<file path="config.mk">
export PLATFORM = sky130hd
export DESIGN_NAME = uart_receiver
export DESIGN_NICKNAME = d
export VERILOG_FILES = /design/src/rtl/uart_receiver.sv
export SDC_FILE = /design/constraint.sdc
export NUM_CORES = 1
export LEC_CHECK = 0
export BUFFER_PORTS_ARGS = -buffer_cell sky130_fd_sc_hd__buf_4
export CAP_MARGIN = 15
export CORE_UTILIZATION = 59
export DETAILED_ROUTE_END_ITERATION = 12
export GPL_TIMING_DRIVEN = 0
export MAX_ROUTING_LAYER = met4
export PLACE_DENSITY_LB_ADDON = 0.2
export SYNTH_ARGS = -nofsm -noshare
export SYNTH_HDL_FRONTEND = slang
export SYNTH_SLANG_ARGS = --single-unit
export TNS_END_PERCENT = 100
</file>
<file path="constraint.sdc">
create_clock -name clk -period 4.3 [get_ports clk]
set_input_delay 1.29 -clock clk [delete_from_list [all_inputs] [get_ports clk]]
set_output_delay 1.29 -clock clk [all_outputs]
set_load 0.02 [all_outputs]
</file>
<file path="src/rtl/uart_receiver.sv">
// UART receive stage: 8N1 frames, LSB first, 16x oversampling on a shared tick.
// Delivers bytes through a valid/read handshake and keeps sticky framing and
// overrun flags until they are explicitly cleared.
module uart_receiver #(
   parameter int unsigned SYNC_STAGES = 2
) (
   input  logic       clk,
   input  logic       rst_n,
   input  logic       sck_rising_edge,
   input  logic       sin,
   output logic       busy,
   output logic [7:0] rx_data,
   output logic       rx_data_valid,
   input  logic       rx_data_read,
   output logic       frame_error,
   output logic       overrun_error,
   input  logic       error_clear
);

   localparam int unsigned EDGE_W = 4;
   localparam int unsigned BIT_W  = 3;
   localparam int unsigned DATA_W = 8;

   typedef enum logic [2:0] {
      S_IDLE   = 3'd0,
      S_START  = 3'd1,
      S_ACTIVE = 3'd2,
      S_STOP   = 3'd3,
      S_BREAK  = 3'd4
   } state_t;

   state_t              r_state;
   state_t              w_state_nxt;
   logic [SYNC_STAGES-1:0] r_sync;
   logic                w_sin_s;
   logic [EDGE_W-1:0]   r_edges;
   logic [EDGE_W-1:0]   w_edges_nxt;
   logic [BIT_W-1:0]    r_bits;
   logic [BIT_W-1:0]    w_bits_nxt;
   logic [DATA_W-1:0]   r_shift;
   logic [DATA_W-1:0]   w_shift_nxt;
   logic [DATA_W-1:0]   r_rx_data;
   logic [DATA_W-1:0]   w_rx_data_nxt;
   logic                r_valid;
   logic                w_valid_nxt;
   logic                r_frame_err;
   logic                w_frame_err_nxt;
   logic                r_overrun_err;
   logic                w_overrun_err_nxt;
   logic                w_deliver;
   logic                w_frame_set;
   logic                w_overrun_set;

   // Metastability chain on the asynchronous line; idles high out of reset.
   always_ff @(posedge clk or negedge rst_n) begin
      if (!rst_n) begin
         r_sync <= '1;
      end else begin
         r_sync <= {r_sync[SYNC_STAGES-2:0], sin};
      end
   end

   assign w_sin_s = r_sync[SYNC_STAGES-1];

   // State, counters, shift register and handshake/flag registers.
   always_ff @(posedge clk or negedge rst_n) begin
      if (!rst_n) begin
         r_state       <= S_IDLE;
         r_edges       <= '0;
         r_bits        <= '0;
         r_shift       <= '0;
         r_rx_data     <= '0;
         r_valid       <= 1'b0;
         r_frame_err   <= 1'b0;
         r_overrun_err <= 1'b0;
      end else begin
         r_state       <= w_state_nxt;
         r_edges       <= w_edges_nxt;
         r_bits        <= w_bits_nxt;
         r_shift       <= w_shift_nxt;
         r_rx_data     <= w_rx_data_nxt;
         r_valid       <= w_valid_nxt;
         r_frame_err   <= w_frame_err_nxt;
         r_overrun_err <= w_overrun_err_nxt;
      end
   end

   // Frame sequencing: start validation at mid-bit, then one sample per 16 ticks.
   always_comb begin
      w_state_nxt = r_state;
      w_edges_nxt = r_edges;
      w_bits_nxt  = r_bits;
      w_shift_nxt = r_shift;
      w_deliver   = 1'b0;
      w_frame_set = 1'b0;
      case (r_state)
         S_IDLE: begin
            if (!w_sin_s) begin
               w_state_nxt = S_START;
               w_edges_nxt = '0;
            end
         end
         S_START: begin
            if (sck_rising_edge) begin
               if (r_edges == EDGE_W'(7)) begin
                  w_edges_nxt = '0;
                  w_state_nxt = w_sin_s ? S_IDLE : S_ACTIVE;
               end else begin
                  w_edges_nxt = EDGE_W'(r_edges + EDGE_W'(1));
               end
            end
         end
         S_ACTIVE: begin
            if (sck_rising_edge) begin
               if (r_edges == EDGE_W'(15)) begin
                  w_edges_nxt = '0;
                  w_shift_nxt = {w_sin_s, r_shift[DATA_W-1:1]};
                  if (r_bits == BIT_W'(7)) begin
                     w_bits_nxt  = '0;
                     w_state_nxt = S_STOP;
                  end else begin
                     w_bits_nxt = BIT_W'(r_bits + BIT_W'(1));
                  end
               end else begin
                  w_edges_nxt = EDGE_W'(r_edges + EDGE_W'(1));
               end
            end
         end
         S_STOP: begin
            if (sck_rising_edge) begin
               if (r_edges == EDGE_W'(15)) begin
                  w_edges_nxt = '0;
                  if (w_sin_s) begin
                     w_deliver   = 1'b1;
                     w_state_nxt = S_IDLE;
                  end else begin
                     w_frame_set = 1'b1;
                     w_state_nxt = S_BREAK;
                  end
               end else begin
                  w_edges_nxt = EDGE_W'(r_edges + EDGE_W'(1));
               end
            end
         end
         S_BREAK: begin
            if (w_sin_s) begin
               w_state_nxt = S_IDLE;
            end
         end
         default: begin
            w_state_nxt = S_IDLE;
         end
      endcase
   end

   // Consumer handshake and sticky flags; a set beats a coincident clear.
   always_comb begin
      w_rx_data_nxt     = r_rx_data;
      w_valid_nxt       = r_valid;
      w_overrun_set     = 1'b0;
      if (w_deliver) begin
         w_rx_data_nxt = r_shift;
         w_valid_nxt   = 1'b1;
         w_overrun_set = r_valid && !rx_data_read;
      end else if (rx_data_read) begin
         w_valid_nxt = 1'b0;
      end
      w_frame_err_nxt   = w_frame_set   ? 1'b1 : (error_clear ? 1'b0 : r_frame_err);
      w_overrun_err_nxt = w_overrun_set ? 1'b1 : (error_clear ? 1'b0 : r_overrun_err);
   end

   assign busy          = (r_state != S_IDLE);
   assign rx_data       = r_rx_data;
   assign rx_data_valid = r_valid;
   assign frame_error   = r_frame_err;
   assign overrun_error = r_overrun_err;

endmodule

</file>
==> results.json, run 1 <==
{
  "clock_latency_ps": 330,
  "critical_path.endpoint_type": "output port",
  "grt_pass1_wl_um": 4220,
  "start_kind": "flip-flop",
  "antenna_found_initial": 0,
  "crit_slowest_cell": "dfrtp_1",
  "cts_buffers": 5,
  "ant_nets": 0,
  "worst_path_largest_cell_delay_ps": 380,
  "min_period_ps": 2740,
  "finalCritPeriodShare_pct": 63.8,
  "cts_tree": "yes",
  "rsz0062_at_grt": "false",
  "drv_cap": 0,
  "fillCellCount": 165,
  "required_ps": 3010,
  "layout-drive-gt1-share_pct": 42.0,
  "syn2layout_area_growth_pct": 18.0,
  "diodes": 0,
  "vias": 952,
  "cts_max_level": 2,
  "final_hold_viol_count": 0,
  "fin_skew_ps": 6.48,
  "grt_pass1_vias": 949,
  "worst_slew_pin_slew_ps": 380,
  "clockBufferDepth": 2,
  "tns_ps": 0,
  "numPortBuffers": 17,
  "layout_commonest_cell": "dfrtp_1",
  "synth-seq-cells": 31,
  "ir_worst_vdd_uv": 331,
  "initial_core_util_pct": 62.7,
  "p_leak_nw": 0.806,
  "cp_max_fo": 10,
  "final_nets": 146,
  "mostFrequentLayoutCells": "dfrtp_1 (29), buf_4 (19), mux2_2 (19), nand2_1 (8), a21oi_1 (6)",
  "final-setup-viol-count": 0,
  "placement_rows": 17,
  "grtUsageTotal_pct": 24.5,
  "syn_area_um2": 1390,
  "syn_area_per_cell_um2": 12.3,
  "drt_pre_antenna_iters": 4,
  "slew-limit-headroom_pct": 74.7,
  "gp_congestion": 0.868,
  "synthCells": 113,
  "initialDrtViolationCount": 15,
  "powerDensity_nw_per_um2": 459,
  "coreArea_um2": 2210,
  "synth_fp_nets": 122,
  "stdcell_area_um2": 1640,
  "die-height_um": 50.5,
  "clk_pin_slew_ps": 100,
  "cts.sinks": 31,
  "cts_root_buffer": "clkbuf_4",
  "wl_per_cell_um": 14.6,
  "r2r_slack_ps": 2470,
  "grt_max_degree": 32,
  "ys_types": 30,
  "wl_um": 2430,
  "max_freq_mhz": 364,
  "die_x_um": 50.5,
  "placed_area_um2": 1550,
  "hold_path.class": "reg -> reg",
  "viasPerCell": 5.73,
  "post_cts_buffers": 0,
  "status": "finished, final reports clean",
  "cts_resized": 0,
  "gr-total-overflow": 0,
  "dieArea_um2": 2550,
  "worst-setup-path-type": "reg -> out",
  "ys_warn_count": 0,
  "worstPathArrival_ps": 1450,
  "drcViolationCount": 0,
  "hold_buffers": 0,
  "dp_hpwl_um": 1710,
  "worstPathCellList": "buf_2, nor2_1, nand2_1, buf_4",
  "synth_seq_area_share_pct": 56.1,
  "ioPinCount": 18,
  "drv_slew": 0
}
==> kinds of logic after synthesis <==
kind of cell / share of synthesized area [%]
flip-flops: 56.1
buffers and inverters: 4.24
AO/OA/AOI/OAI: 9.93
adder cells (fa/ha/maj): 2.71
AND/OR/NAND/NOR: 10.9
XOR/XNOR: 0.632
multiplexers: 15.4
==> through the flow <==
| step | utilization, % | hold slack (ps) | worst slack (ps) | power, W | instances |
|---|---|---|---|---|---|
| floorplan | - | 345 | 2010 | 0.000475 | 113 |
| global placement | 70.0 | 346 | 1780 | 0.000514 | 158 |
| detailed placement | 70.0 | 349 | 1750 | 0.000521 | 158 |
| CTS | 73.9 | 354 | 1550 | 0.000757 | 166 |
| global route | 73.9 | 353 | 1420 | 0.000799 | 166 |
| finish | 73.9 | 356 | 1560 | 0.000751 | 166 |
==> per-layer routing <==
metal	share of wire, %	track usage, %	vias to the layer above	wire [um]
li1	-	-	461	-
met1	43	29.3	452	1050
met2	50	36.9	37	1210
met3	6.6	10.9	2	160
met4	0.45	8.33	0	11
met5	0	-	-	0
==> sequential cells by signal, indices dropped and copies added, names as in the netlist <==
register	cells
rx_data_valid	1
frame_error	1
overrun_error	1
r_state	3
r_edges	4
r_sync	2
r_shift	8
r_bits	3
rx_data	8
==> worst max-delay path: cells and delay by family (launching register included) <==
family                 cells  cell delay, ps
flip-flops                 1             380
AND/OR/NAND/NOR            2             380
buffers and inverters      2             360
==> power by group <==
group          switching [W]  leakage (nW)  internal, W
Sequential         0.0000165         0.412     0.000318
Combinational       0.000108         0.346    0.0000735
Clock              0.0000976        0.0482     0.000137
Total               0.000222         0.806     0.000529
==> layout make-up <==
type	count	area, um^2	share of cell area, %
Timing Repair Buffer	17	128	7.80
Sequential cell	31	778	47.6
Tap cell	28	35.0	2.14
Clock buffer	6	51.3	3.14
Buffer	7	40.0	2.45
Inverter	5	18.8	1.15
Multi-Input combinational cell	70	549	33.6
Clock inverter	2	35.0	2.14
==> path summary, 6_finish.rpt <==
kind	to	start	depth (start not counted)
min	r_sync[1]	r_sync[0]	0
min reg2reg	r_sync[1]	r_sync[0]	0
max in group asynchronous	r_sync[0]	rst_n	1
max reg2reg	r_bits[0]	r_edges[0]	6
max	busy	r_state[0]	4
min in group asynchronous	r_shift[6]	rst_n	1
==> synthesized netlist by cell type (all sizes together) <==
master	number	area [um^2]
xnor2	1	8.76
inv	5	18.8
nor2	5	18.8
o221a	1	11.3
or3	1	6.26
nand4	3	18.8
nor4	1	12.5
and3	1	6.26
nand2b	1	6.26
a221oi	1	8.76
a21oi	6	30.0
ha	3	37.5
buf	7	40.0
o22ai	3	18.8
o21ai	4	20.0
nand3	3	32.5
a31oi	1	6.26
dfrtp	29	726
dfstp	2	52.6
nor3	3	20.0
a32o	1	10.0
a41oi	1	8.76
o32ai	1	8.76
nand2	8	30.0
a21o	2	15.0
mux2	19	214
Note: power is estimated with default switching activity, not from simulation.
==> run 2, diff against run 1 <==
--- a/config.mk
+++ b/config.mk
@@ -5,9 +5,10 @@
 export SDC_FILE = /design/constraint.sdc
 export NUM_CORES = 1
 export LEC_CHECK = 0
+export ABC_AREA = 1
 export BUFFER_PORTS_ARGS = -buffer_cell sky130_fd_sc_hd__buf_4
 export CAP_MARGIN = 15
-export CORE_UTILIZATION = 59
+export CORE_UTILIZATION = 51
 export DETAILED_ROUTE_END_ITERATION = 12
 export GPL_TIMING_DRIVEN = 0
 export MAX_ROUTING_LAYER = met4
==> constraint.sdc (replaced) <==
create_clock -name clk -period 2.4 [get_ports clk]
set_input_delay 0.72 -clock clk [delete_from_list [all_inputs] [get_ports clk]]
set_output_delay 0.72 -clock clk [all_outputs]
set_load 0.02 [all_outputs]
==> results.json, run 2 <==
{
  "gp_congestion": 0.825,
  "cp_max_fo": 8,
  "fillCellCount": 257,
  "dieArea_um2": 3110,
  "synthArstFlopShare_pct": 100,
  "powerDensity_nw_per_um2": 783,
  "synth_area_leaders": "dfrtp_1 (49%), nand2_1 (11%), o21ai_2 (9.5%), inv_1 (4.6%), dfstp_2 (3.6%)",
  "wl_per_cell_um": 11.6,
  "worst_slew_pin_slew_ps": 385,
  "slew-limit-headroom_pct": 74.3,
  "gr-total-overflow": 0,
  "layout_commonest_cell": "nand2_1",
  "dp.cells": 204,
  "post_cts_buffers": 0,
  "r2r_start": "r_edges[0]",
  "min_period_ps": 2000,
  "r2r_slack_ps": 890,
  "die-height_um": 55.8,
  "cts_tree": "yes",
  "crit_path_start": "r_state[0]",
  "clock_latency_ps": 340,
  "viasPerCell": 5.08,
  "ys_warn_count": 0,
  "placement_rows": 19,
  "grtUsageTotal_pct": 19.4,
  "rr_worst_depth": 7,
  "drv_cap": 0,
  "start_kind": "flip-flop",
  "cts_resized": 0,
  "syn_area_per_cell_um2": 9.46,
  "drv_slew": 0,
  "clockBufferDepth": 2,
  "final_hold_viol_count": 0,
  "critical_path.endpoint_type": "output port",
  "syn2layout_area_growth_pct": 17.1,
  "cts.sinks": 31,
  "coreArea_um2": 2760,
  "drcViolationCount": 0,
  "die_x_um": 55.8,
  "cts_root_buffer": "clkbuf_4",
  "tns_ps": 0,
  "final_core_util_pct": 62.7,
  "synth-main-ff-cell": "dfrtp_1",
  "synth_fp_nets": 165,
  "yosysMostFrequentCell": "nand2_1",
  "ant_nets": 0,
  "synth-seq-cells": 31,
  "worstPathArrival_ps": 1280,
  "synth_top_area_share_pct": 49.2,
  "diodes": 0,
  "ir_worst_vdd_uv": 810,
  "final_cells": 212,
  "reg2reg_to": "r_bits[1]",
  "rsz0062_at_grt": "false",
  "synthCells": 156,
  "grt_max_degree": 32,
  "vias": 1078,
  "fin_skew_ps": 8.00,
  "crit_end": "busy",
  "dp_hpwl_um": 1780,
  "worst-setup-path-type": "reg -> out",
  "ys_types": 26,
  "grt_pass1_wl_um": 4490,
  "final_nets": 189,
  "layout-drive-gt1-share_pct": 31.5,
  "required_ps": 1680,
  "max_freq_mhz": 500,
  "finalCritPeriodShare_pct": 83.3,
  "antenna_found_initial": 0,
  "status": "finished, final reports clean",
  "synth_edf_count": 0,
  "grt_pass1_vias": 1066,
  "cts_buffers": 5,
  "yosys-top-cells-count": "nand2_1 (43), dfrtp_1 (29), inv_1 (18), o21ai_2 (16), nand3_1 (10)",
  "mostFrequentLayoutCells": "nand2_1 (43), dfrtp_1 (29), buf_4 (18), inv_1 (18), o21ai_2 (16)",
  "final-setup-viol-count": 0,
  "synth_seq_area_share_pct": 52.8,
  "cts_max_level": 2,
  "hold_path.class": "in -> async",
  "clk_pin_slew_ps": 90,
  "yosysTopAreaCell": "dfrtp_1",
  "numPortBuffers": 17,
  "ioPinCount": 18,
  "wl_um": 2460,
  "initialDrtViolationCount": 32,
  "hold_buffers": 0,
  "syn_area_um2": 1480,
  "drt_pre_antenna_iters": 4,
  "initial_core_util_pct": 53.5,
  "p_leak_nw": 0.861
}
==> run 2: changes by cell type after synthesis, sizes merged, moves of 2 or more <==
cell,previous run,this run
nand2,8,44
inv,5,21
nor2,5,10
nand4,3,1
mux2,19,0
a21oi,6,1
o21ai,4,24
nor3,3,0
buf,7,3
a21o,2,0
nand3,3,12
==> run 2: per-layer routing <==
layer  part of all wire, %  global-route usage, %
met5                     0                      -
met4                   2.4                   9.64
met3                   3.7                   4.88
met2                    47                   30.1
met1                    47                   23.6
==> run 2: report_power, final <==
part           internal (W)  leakage [nW]  total (W)  switching, W
combinational      0.000119         0.392   0.000329      0.000210
clock              0.000246        0.0482   0.000430      0.000184
sequential         0.000561         0.421   0.000593     0.0000323
total              0.000926         0.861    0.00135      0.000427
==> run 2: logic make-up (layout without fill, tap and decap cells) <==
group,Yosys count,after routing,share of synthesized area (%)
AOI/OAI and AO/OA,28,28,14.3
and+or+nand+nor,68,68,21.8
buffers and inverters,24,49,7.38
xor gates and xnor gates,2,2,1.19
adders and majority gates,3,3,2.54
DFF,31,31,52.8
==> run 2: how the worst min path moves through the flow <==
stage | endpoint | slack (ps) | depth (start not counted)
2_1_floorplan | r_sync[1] | 350 | 0
3_3_place_gp | r_sync[1] | 350 | 0
3_5_place_dp | r_sync[1] | 350 | 0
4_1_cts | r_state[1] | 310 | 1
5_1_grt | r_bits[2] | 320 | 1
6_report | r_edges[1] | 290 | 1
==> run 2: critical path: stages (launching register included) <==
cell,delay [ps]
dfrtp_1,370
buf_4,160
nor2_1,180
nand2_1,80
buf_4,160
==> run 2: layout make-up <==
class / count / area [um^2] / share of cell area [%]
Buffer: 3 / 30.0 / 1.74
Clock buffer: 6 / 51.3 / 2.97
Clock inverter: 2 / 35.0 / 2.03
Inverter: 21 / 78.8 / 4.56
Multi-Input combinational cell: 101 / 588 / 34.0
Sequential cell: 31 / 778 / 45.0
Tap cell: 31 / 38.8 / 2.24
Timing Repair Buffer: 17 / 128 / 7.39
==> run 2: stage by stage <==
stage	instance area (um^2)	power (W)	setup slack (ps)	hold slack (ps)
3_3_place_gp	1640	0.000927	782	346
3_5_place_dp	1640	0.000934	756	348
4_1_cts	1730	0.00136	374	305
2_1_floorplan	1480	0.000850	891	345
6_report	1730	0.00135	401	294
5_1_grt	1730	0.00144	294	322
==> run 3, diff against run 2 <==
==> constraint.sdc (replaced) <==
create_clock -name clk -period 1.7 [get_ports clk]
set_input_delay 0.51 -clock clk [delete_from_list [all_inputs] [get_ports clk]]
set_output_delay 0.51 -clock clk [all_outputs]
set_load 0.02 [all_outputs]
==> results.json, run 3 (synthesis gave the netlist of run 2 again) <==
{
  "status": "finished, final reports clean",
  "gr-total-overflow": 0,
  "cts_root_buffer": "clkbuf_4",
  "diodes": 0,
  "dp.cells": 204,
  "grtUsageTotal_pct": 19.5,
  "grt_pass1_vias": 1068,
  "final_cells": 214,
  "ioPinCount": 18,
  "max_freq_mhz": 604,
  "stdcell_area_um2": 1760,
  "placement_rows": 19,
  "worstPathArrival_ps": 1150,
  "grt_max_degree": 32,
  "mostFrequentLayoutCells": "nand2_1 (43), dfrtp_1 (28), inv_1 (18), buf_4 (18), o21ai_2 (16)",
  "layout_commonest_cell": "nand2_1",
  "power_switching_share_pct": 31.6,
  "final_nets": 191,
  "wl_met1_um": 1150,
  "required_ps": 1190,
  "vias": 1092,
  "drcViolationCount": 0,
  "hold_ws_ps": 84.4,
  "p_seq_share_pct": 42.3,
  "top_layer": "met4",
  "layout-drive-gt1-share_pct": 33.3,
  "p_int_w": 0.00136,
  "cts_tree": "yes",
  "cts_buffers": 5,
  "grt_pass1_wl_um": 4510,
  "clk_pin_slew_ps": 90,
  "placed_area_um2": 1640,
  "cts_max_level": 2,
  "wl_um": 2500,
  "min_period_ps": 1660,
  "final-setup-viol-count": 0,
  "worst_slew_pin_slew_ps": 386,
  "dp_hpwl_um": 1780,
  "drv_cap": 0,
  "clockBufferDepth": 2,
  "critical_path.endpoint_type": "output port",
  "viasPerCell": 5.10,
  "die_x_um": 55.8,
  "final_hold_viol_count": 0,
  "syn2layout_area_growth_pct": 19.3,
  "ant_nets": 0,
  "gp_congestion": 0.825,
  "ir_worst_vdd_uv": 1290,
  "start_kind": "flip-flop",
  "dieArea_um2": 3110,
  "slew-limit-headroom_pct": 74.3,
  "hold_path.class": "in -> async",
  "pwr-share-comb_pct": 27.2,
  "clkPwrFrac_pct": 30.5,
  "initial_core_util_pct": 53.5,
  "fillCellCount": 249,
  "clock_latency_ps": 340,
  "met3_wirelength_um": 84,
  "cp_max_fo": 3,
  "p_leak_nw": 0.873,
  "worst-setup-path-type": "reg -> out",
  "coreArea_um2": 2760,
  "drv_slew": 0,
  "initialDrtViolationCount": 30,
  "fin_skew_ps": 7.70,
  "p_switching_w": 0.000631,
  "antenna_found_initial": 0,
  "cts.sinks": 31,
  "powerDensity_nw_per_um2": 1130,
  "drt_pre_antenna_iters": 4,
  "wl_per_cell_um": 11.7,
  "dr_wl_met2_um": 1200,
  "die-height_um": 55.8,
  "finalCritPeriodShare_pct": 97.4,
  "numPortBuffers": 17
}
==> run 3: final timing paths <==
check | start | endpoint | slack (ps) | depth (start not counted)
min in group clk | sin | r_sync[0] | 280 | 1
max in group asynchronous | rst_n | r_sync[1] | 1300 | 1
worst max-delay path | r_state[0] | busy | 40 | 4
worst max register to register | r_edges[0] | rx_data[5] | 190 | 6
worst min register to register | r_sync[0] | r_sync[1] | 360 | 0
worst min-delay path | rst_n | r_edges[1] | 80 | 1
==> run 3: final cells by class <==
class | instances | area (um^2) | share of cell area [%]
tap | 31 | 38.8 | 2.20
multi-input combinational | 101 | 596 | 33.9
timing repair buffer | 19 | 146 | 8.32
clock inverter | 2 | 35.0 | 1.99
buffer | 3 | 33.8 | 1.92
inverter | 21 | 78.8 | 4.48
clock buffer | 6 | 51.3 | 2.92
sequential | 31 | 779 | 44.3
==> run 3: power groups by stage <==
stage               sequential (W)  combinational, W  clock (W)
CTS                       0.000845          0.000490   0.000617
global placement          0.000847          0.000461          0
global route              0.000849          0.000611   0.000653
finish                    0.000844          0.000541   0.000608
floorplan                 0.000840          0.000361          0
detailed placement        0.000852          0.000467          0
==> run 3: critical path: stages (launching register included) <==
cell	delay, ps
dfrtp_1	390
buf_6	120
nor2_4	100
nand2_1	70
buf_6	130
==> run 3: repair_timing <==
action | in CTS | in global routing
endpoints found under the setup margin | 1 | 1
hold buffers | 0 | 0
gates resized for setup | 3 | 2
hold endpoints to repair | 0 | 0
pin swaps | 0 | 1
buffers inserted | 0 | 2
==> run 3: metal layers <==
metal / up-vias / GRT usage [%]
met4: 0 / 9.64
met3: 7 / 4.88
met1: 515 / 23.8
li1: 552 / -
met2: 18 / 30.3
met5: - / -
==> run 3: through the flow <==
| stage | util (%) | total power, W | setup WS, ps | setup TNS (ps) |
|---|---|---|---|---|
| after detailed placement | 59.5 | 0.00132 | 178 | 0 |
| after CTS | 63.1 | 0.00195 | 2.03 | 0 |
| after floorplan | - | 0.00120 | 383 | 0 |
| after global placement | 59.5 | 0.00131 | 235 | 0 |
| after global routing | 63.8 | 0.00211 | -0.739 | -0.739 |
| final | 63.8 | 0.00199 | 43.5 | 0 |
